<file path="src/rtl/lsu_pkg.sv">
// Shared definitions for the load/store unit: funct3 width codes, FSM state
// encoding and request legality helpers.
package lsu_pkg;

  localparam int unsigned WORD_W = 32;

  localparam logic [2:0] F3_B  = 3'b000;
  localparam logic [2:0] F3_H  = 3'b001;
  localparam logic [2:0] F3_W  = 3'b010;
  localparam logic [2:0] F3_BU = 3'b100;
  localparam logic [2:0] F3_HU = 3'b101;

  typedef enum logic [2:0] {
    IDLE,
    LOAD,
    RMW_RD,
    WRITE,
    RESP
  } lsu_state_t;

  // Halfword accesses need addr[0] clear, word accesses need addr[1:0] clear.
  function automatic logic is_misaligned(input logic [2:0] funct3, input logic [1:0] lane);
    logic result;
    case (funct3)
      F3_H, F3_HU: result = lane[0];
      F3_W:        result = |lane;
      default:     result = 1'b0;
    endcase
    return result;
  endfunction

  // Unsigned widths exist only for loads; 011/110/111 are never legal.
  function automatic logic is_illegal(input logic we, input logic [2:0] funct3);
    logic result;
    case (funct3)
      F3_B, F3_H, F3_W: result = 1'b0;
      F3_BU, F3_HU:     result = we;
      default:          result = 1'b1;
    endcase
    return result;
  endfunction

endpackage

</file>
<file path="src/rtl/lsu_align.sv">
// Combinational lane logic: load extract with sign/zero extension, and
// store merge of a byte/halfword into an existing word.
module lsu_align
  import lsu_pkg::*;
(
  input  logic [2:0]        funct3,
  input  logic [1:0]        lane,
  input  logic [WORD_W-1:0] word,
  input  logic [WORD_W-1:0] wdata,
  output logic [WORD_W-1:0] ext_data,
  output logic [WORD_W-1:0] merge_data
);

  logic [7:0]  byte_sel;
  logic [15:0] half_sel;

  always_comb begin
    byte_sel = word[{lane, 3'b000} +: 8];
    half_sel = lane[1] ? word[31:16] : word[15:0];
    ext_data = '0;
    case (funct3)
      F3_B:    ext_data = {{24{byte_sel[7]}}, byte_sel};
      F3_H:    ext_data = {{16{half_sel[15]}}, half_sel};
      F3_W:    ext_data = word;
      F3_BU:   ext_data = {24'h000000, byte_sel};
      F3_HU:   ext_data = {16'h0000, half_sel};
      default: ext_data = '0;
    endcase
  end

  // Full-word stores pass wdata straight through.
  always_comb begin
    merge_data = word;
    case (funct3)
      F3_B: merge_data[{lane, 3'b000} +: 8] = wdata[7:0];
      F3_H: begin
        if (lane[1]) merge_data[31:16] = wdata[15:0];
        else         merge_data[15:0]  = wdata[15:0];
      end
      default: merge_data = wdata;
    endcase
  end

endmodule

</file>
<file path="src/rtl/lsu_rmw_ctrl.sv">
// Load/store unit in front of a word-only data memory: sub-word loads,
// read-modify-write for SB/SH, alignment faults and a valid/ready stall.
// Optional one-entry last-word cache under LSU_LAST_WORD_CACHE_EN.
module lsu_rmw_ctrl
  import lsu_pkg::*;
#(
  parameter int unsigned ADDR_W = 32,
  parameter int unsigned DATA_W = 32
) (
  input  logic              clk,
  input  logic              rst_n,
  input  logic              req_valid,
  output logic              req_ready,
  input  logic              req_we,
  input  logic [2:0]        req_funct3,
  input  logic [ADDR_W-1:0] req_addr,
  input  logic [DATA_W-1:0] req_wdata,
  output logic              rsp_valid,
  output logic [DATA_W-1:0] rsp_rdata,
  output logic              rsp_fault,
  output logic              dmem_read,
  output logic              dmem_write,
  output logic [ADDR_W-1:0] dmem_addr,
  output logic [DATA_W-1:0] dmem_wdata,
  input  logic [DATA_W-1:0] dmem_rdata
);

  lsu_state_t        state;
  logic              op_we;
  logic [2:0]        op_funct3;
  logic [1:0]        op_lane;
  logic [DATA_W-1:0] op_wdata;

  logic              req_fault;
  logic [ADDR_W-1:0] req_word_addr;
  logic              cache_hit;

  logic [2:0]        al_funct3;
  logic [1:0]        al_lane;
  logic [DATA_W-1:0] al_word;
  logic [DATA_W-1:0] al_wdata;
  logic [DATA_W-1:0] al_ext;
  logic [DATA_W-1:0] al_merge;

  assign req_fault     = is_illegal(req_we, req_funct3) || is_misaligned(req_funct3, req_addr[1:0]);
  assign req_word_addr = {req_addr[ADDR_W-1:2], 2'b00};

`ifdef LSU_LAST_WORD_CACHE_EN
  logic              cache_valid;
  logic [ADDR_W-3:0] cache_tag;
  logic [DATA_W-1:0] cache_data;

  assign cache_hit = cache_valid && (cache_tag == req_addr[ADDR_W-1:2]);
  assign al_word   = (state == IDLE) ? cache_data : dmem_rdata;
`else
  assign cache_hit = 1'b0;
  assign al_word   = dmem_rdata;
`endif

  // One aligner serves the request in IDLE (cache merge) and the latched op later.
  assign al_funct3 = (state == IDLE) ? req_funct3    : op_funct3;
  assign al_lane   = (state == IDLE) ? req_addr[1:0] : op_lane;
  assign al_wdata  = (state == IDLE) ? req_wdata     : op_wdata;

  lsu_align u_align (
    .funct3     (al_funct3),
    .lane       (al_lane),
    .word       (al_word),
    .wdata      (al_wdata),
    .ext_data   (al_ext),
    .merge_data (al_merge)
  );

  always_ff @(posedge clk or negedge rst_n) begin
    if (!rst_n) begin
      state      <= IDLE;
      req_ready  <= 1'b1;
      rsp_valid  <= 1'b0;
      rsp_fault  <= 1'b0;
      rsp_rdata  <= '0;
      dmem_read  <= 1'b0;
      dmem_write <= 1'b0;
      dmem_addr  <= '0;
      dmem_wdata <= '0;
      op_we      <= 1'b0;
      op_funct3  <= '0;
      op_lane    <= '0;
      op_wdata   <= '0;
`ifdef LSU_LAST_WORD_CACHE_EN
      cache_valid <= 1'b0;
      cache_tag   <= '0;
      cache_data  <= '0;
`endif
    end else begin
      rsp_valid <= 1'b0;
      case (state)
        IDLE: begin
          if (req_valid) begin
            op_we     <= req_we;
            op_funct3 <= req_funct3;
            op_lane   <= req_addr[1:0];
            op_wdata  <= req_wdata;
            req_ready <= 1'b0;
            if (req_fault) begin
              state     <= RESP;
              rsp_valid <= 1'b1;
              rsp_fault <= 1'b1;
              rsp_rdata <= '0;
            end else begin
              dmem_addr <= req_word_addr;
              if (!req_we) begin
                state     <= LOAD;
                dmem_read <= 1'b1;
              end else if (req_funct3 == F3_W || cache_hit) begin
                // SW, or SB/SH merged against the cached copy of the word
                state      <= WRITE;
                dmem_write <= 1'b1;
                dmem_wdata <= (req_funct3 == F3_W) ? req_wdata : al_merge;
`ifdef LSU_LAST_WORD_CACHE_EN
                cache_valid <= 1'b1;
                cache_tag   <= req_addr[ADDR_W-1:2];
                cache_data  <= (req_funct3 == F3_W) ? req_wdata : al_merge;
`endif
              end else begin
                state     <= RMW_RD;
                dmem_read <= 1'b1;
              end
            end
          end
        end
        LOAD: begin
          dmem_read <= 1'b0;
          rsp_rdata <= op_we ? '0 : al_ext;
          rsp_valid <= 1'b1;
          state     <= RESP;
`ifdef LSU_LAST_WORD_CACHE_EN
          cache_valid <= 1'b1;
          cache_tag   <= dmem_addr[ADDR_W-1:2];
          cache_data  <= dmem_rdata;
`endif
        end
        RMW_RD: begin
          // Old word is consumed on the same edge it is read.
          dmem_read  <= 1'b0;
          dmem_write <= 1'b1;
          dmem_wdata <= al_merge;
          state      <= WRITE;
`ifdef LSU_LAST_WORD_CACHE_EN
          cache_valid <= 1'b1;
          cache_tag   <= dmem_addr[ADDR_W-1:2];
          cache_data  <= al_merge;
`endif
        end
        WRITE: begin
          dmem_write <= 1'b0;
          rsp_valid  <= 1'b1;
          rsp_rdata  <= '0;
          state      <= RESP;
        end
        RESP: begin
          rsp_fault <= 1'b0;
          rsp_rdata <= '0;
          req_ready <= 1'b1;
          state     <= IDLE;
        end
        default: begin
          dmem_read  <= 1'b0;
          dmem_write <= 1'b0;
          req_ready  <= 1'b1;
          state      <= IDLE;
        end
      endcase
    end
  end

endmodule

</file>
<file path="config.mk">
export PLATFORM = sky130hd
export DESIGN_NAME = lsu_rmw_ctrl
export DESIGN_NICKNAME = d
export VERILOG_FILES = /design/src/rtl/lsu_pkg.sv /design/src/rtl/lsu_align.sv /design/src/rtl/lsu_rmw_ctrl.sv
export SDC_FILE = /design/constraint.sdc
export NUM_CORES = 1
export LEC_CHECK = 0
export CAP_MARGIN = 20
export CORE_ASPECT_RATIO = 2
export CORE_MARGIN = 3
export CORE_UTILIZATION = 46
export DETAILED_ROUTE_END_ITERATION = 12
export PLACE_DENSITY_LB_ADDON = 0.1
export RECOVER_POWER = 25
export SYNTH_ARGS = -nofsm -noshare
export SYNTH_HDL_FRONTEND = slang
export SYNTH_HIERARCHICAL = 1
export SYNTH_SLANG_ARGS = --single-unit
</file>
<file path="constraint.sdc">
create_clock -name clk -period 3.4 [get_ports clk]
set_clock_uncertainty 0.15 [all_clocks]
set_input_delay 0.34 -clock clk [delete_from_list [all_inputs] [get_ports clk]]
set_output_delay 0.34 -clock clk [all_outputs]
set_load 0.03 [all_outputs]
</file>
==> impl_results.md <==
* Synth warn at 6
* Number of flops mapped to enable cells by yosys at 0
* Max Buffers Root-to-Sink at 2
* Register area share after synthesis at 0.3993
* Die ar. at 20880 um2
* Cell Pwr Density at 1084 nW/um2
* RSZ-0062 raised after global routing: no
* Slew HR at -0.08889
* I/O Buffers at 201
* GR Overflow Total at 0
* Initial antenna violation count at 0
* WS Path Type: reg -> reg
* Slew @ Worst Pin at 1.633 ns
* Most area-consuming cells after synthesis: dfrtp_1 40%, mux2_2 21%, o221ai_2 5.1%
* CTS sink count at 140
* Cells along the critical path: nor3_4, mux2_2, inv_2, ha_1, and3_1, a221o_1, a22o_1, mux2_2, mux2_2
* Clk root buf: clkbuf_16
* Total power at 12.68 mW
* Worst-Skew Late Latency at 0.43 ns
* Final GP Congestion at 0.9757
* Critical path endpoint category: flop
* Leak at 4.727 nW
* Max Slew Vio Count at 64
* Top cell type's share of synthesized area at 0.3963
* Detailed-route vias per instance at 5.896
* Setup TNS Final at 0 ns
* Die X at 103.7 um
* Core ar. at 18480 um2
* Synth Register Bits at 140
* Most used flip-flop cell after synthesis: dfrtp_1
* WL per Instance at 23.85 um
* Detail Placement HPWL at 22820 um
* Slowest stage delay, CP at 0.48 ns
* Final Instance Area at 11700 um2
* CP dominant cell by count: mux2_2
* Reg clk slew, reported paths at 0.06 ns
* Post-synth top cells: 161 x mux2_2, 139 x dfrtp_1, 54 x nand2_1
* Worst VDD drop at 592.2 uV
* Global-route wire length before repair at 46260 um
* Netlist Area Pre-Place at 8777 um2
* Final setup fails at 0
* Final #Nets at 1096
* Syn_area_per_cell at 11.12 um2
* Final period utilization at 0.9677
* Most numerous cell in the Yosys netlist: mux2_2
* Kind of cell adding the most delay to the critical path: multiplexers
* Min Tclk post-route at 3.290 ns
* Worst hold path class: reg -> reg
* Crit path required time at 3.56 ns
* # IOs at 204
* CTS tree: yes
* Crit-path max FO at 8
* Post-synth top area cell: dfrtp_1
* Num rows at 70
* Largest net degree at the start of global routing at 75
* Fraction of registers with async set/reset at 1.000
* Final hold vios at 0
* Routed WL at 29810 um
* Die height at 201.4 um
* CTS H-tree depth at 4
* # DRC at 0
* Outcome: finished, violations left
* CP Launch Type: flop
* DRT antenna net count at 0
* Detailed Routing Iterations Pass 1 at 5
* CTS Buf Count at 17
* Maximum clock frequency at 303.9 MHz
* Overall global routing resource usage at 0.2871
* Violated checks: capacitance limit, slew limit
* Diodes inserted at 0
* Drt initial violations at 377
* Initial core utilization at 0.4749
* Vias at 7370
* Netlist cell types at 57
* Max cap viols at 1
* Syn Inst Count at 789
* Vias in the first global route at 7990
* Critical Path AT at 3.45 ns
* Worst path bufs/invs at 1
* Critical path's slowest cell: mux2_2
* Post-DP Area at 11120 um2
* Synth-to-layout area growth at 33.33%
* Layout cells sized above 1 at 0.2856
[final cells by class]
cell class                 instances  area, um2
fill                            1503       6778
multi-input combinational        541       4796
sequential                       140       3507
timing repair buffer             248       2372
clock buffer                      19      442.9
tap                              252      315.3
inverter                          40      150.1
clock inverter                    10      118.9
[per-stage QoR]
| step | hold WS, ns | cells | util | setup slack (ns) |
|---|---|---|---|---|
| detailed placement | 0.2218 | 1217 | 0.6019 | 0.09671 |
| global route | 0.3437 | 1250 | 0.6332 | 0.001571 |
| finish | 0.3460 | 1250 | 0.6332 | 0.1097 |
| floorplan | -0.1056 | 790 | - | 0.01863 |
| CTS | 0.3280 | 1247 | 0.6328 | 0.07590 |
| global placement | 0.2104 | 1217 | 0.6019 | 0.1054 |
[final timing paths]
path / from / end / depth (start not counted) / slack (ns)
max: state[2]$_DFFE_PN0N_ / dmem_wdata[20]$_DFFE_PN0P_ / 9 / 0.11
min: dmem_addr[29]$_DFFE_PN0P_ / dmem_addr[29]$_DFFE_PN0P_ / 1 / 0.35
max reg2reg: state[2]$_DFFE_PN0N_ / dmem_wdata[20]$_DFFE_PN0P_ / 9 / 0.11
min reg2reg: dmem_addr[29]$_DFFE_PN0P_ / dmem_addr[29]$_DFFE_PN0P_ / 1 / 0.35
max in group asynchronous: rst_n / dmem_addr[22]$_DFFE_PN0P_ / 3 / 0.49
min in group asynchronous: rst_n / dmem_wdata[14]$_DFFE_PN0P_ / 2 / 0.71
[worst register-to-register path: cells and delay by family (launching register included)]
family / cells / cell delay, ns
adders and majority gates: 1 / 0.30
DFF: 1 / 0.42
and+or+nand+nor: 2 / 0.62
AOI/OAI and AO/OA: 2 / 0.53
buffers and inverters: 1 / 0.17
muxes: 3 / 0.99
[layer usage]
layer	GRT usage	routed length (um)
met5	0	0
met4	0.1731	1651
met3	0.05265	1172
met2	0.5396	16700
met1	0.2898	10290
[placed cells by master (no fill, tap or decap), types with 3 or more instances in the layout]
master / synthesis / final
a21o_1: 18 / 18
a21oi_1: 52 / 52
a221o_1: 29 / 29
a22o_1: 25 / 25
a22oi_1: 5 / 5
buf_4: 4 / 44
clkbuf_16: 0 / 17
clkdlybuf4s50_1: 0 / 200
clkinvlp_4: 0 / 3
dfrtp_1: 139 / 137
ha_1: 5 / 5
inv_1: 38 / 36
mux2_1: 9 / 9
mux2_2: 161 / 161
mux2i_1: 24 / 24
nand2_1: 54 / 54
nand3_1: 3 / 3
nor2_1: 9 / 9
nor2b_1: 18 / 17
nor3_1: 5 / 5
nor3b_1: 3 / 3
nor4b_1: 32 / 31
o21a_1: 6 / 6
o21ai_0: 13 / 13
o221ai_1: 5 / 5
o221ai_2: 30 / 30
[registers in the layout (all words and copies together), names as in the netlist]
register,count
dmem_read,1
rsp_rdata,32
state,3
dmem_addr,30
op_we,1
op_lane,2
dmem_write,1
op_wdata,32
rsp_fault,1
dmem_wdata,32
req_ready,1
rsp_valid,1
op_funct3,3
[kinds of logic (layout without fill, tap and decap cells)]
family,after synthesis,in the layout,synth area share
other cells,1,2,0.0004272
simple gates,140,140,0.09252
fa+ha+maj,5,5,0.007128
mux,195,195,0.2480
compound gates,199,199,0.1950
flops,140,140,0.3993
buf+inv,109,317,0.05759
[where the power goes]
part,switching (mW),internal (mW)
Combinational,4.38,3.61
Clock,0.722,1.09
Sequential,0.469,2.42
Total,5.57,7.11
[what timing repair did]
item	4_1_cts	5_1_grt
buffers inserted	0	3
hold buffers	1	0
hold endpoints to repair	60	0
endpoints found under the setup margin	0	9
gates resized for setup	0	2
Note: power is estimated with default switching activity, not from simulation.
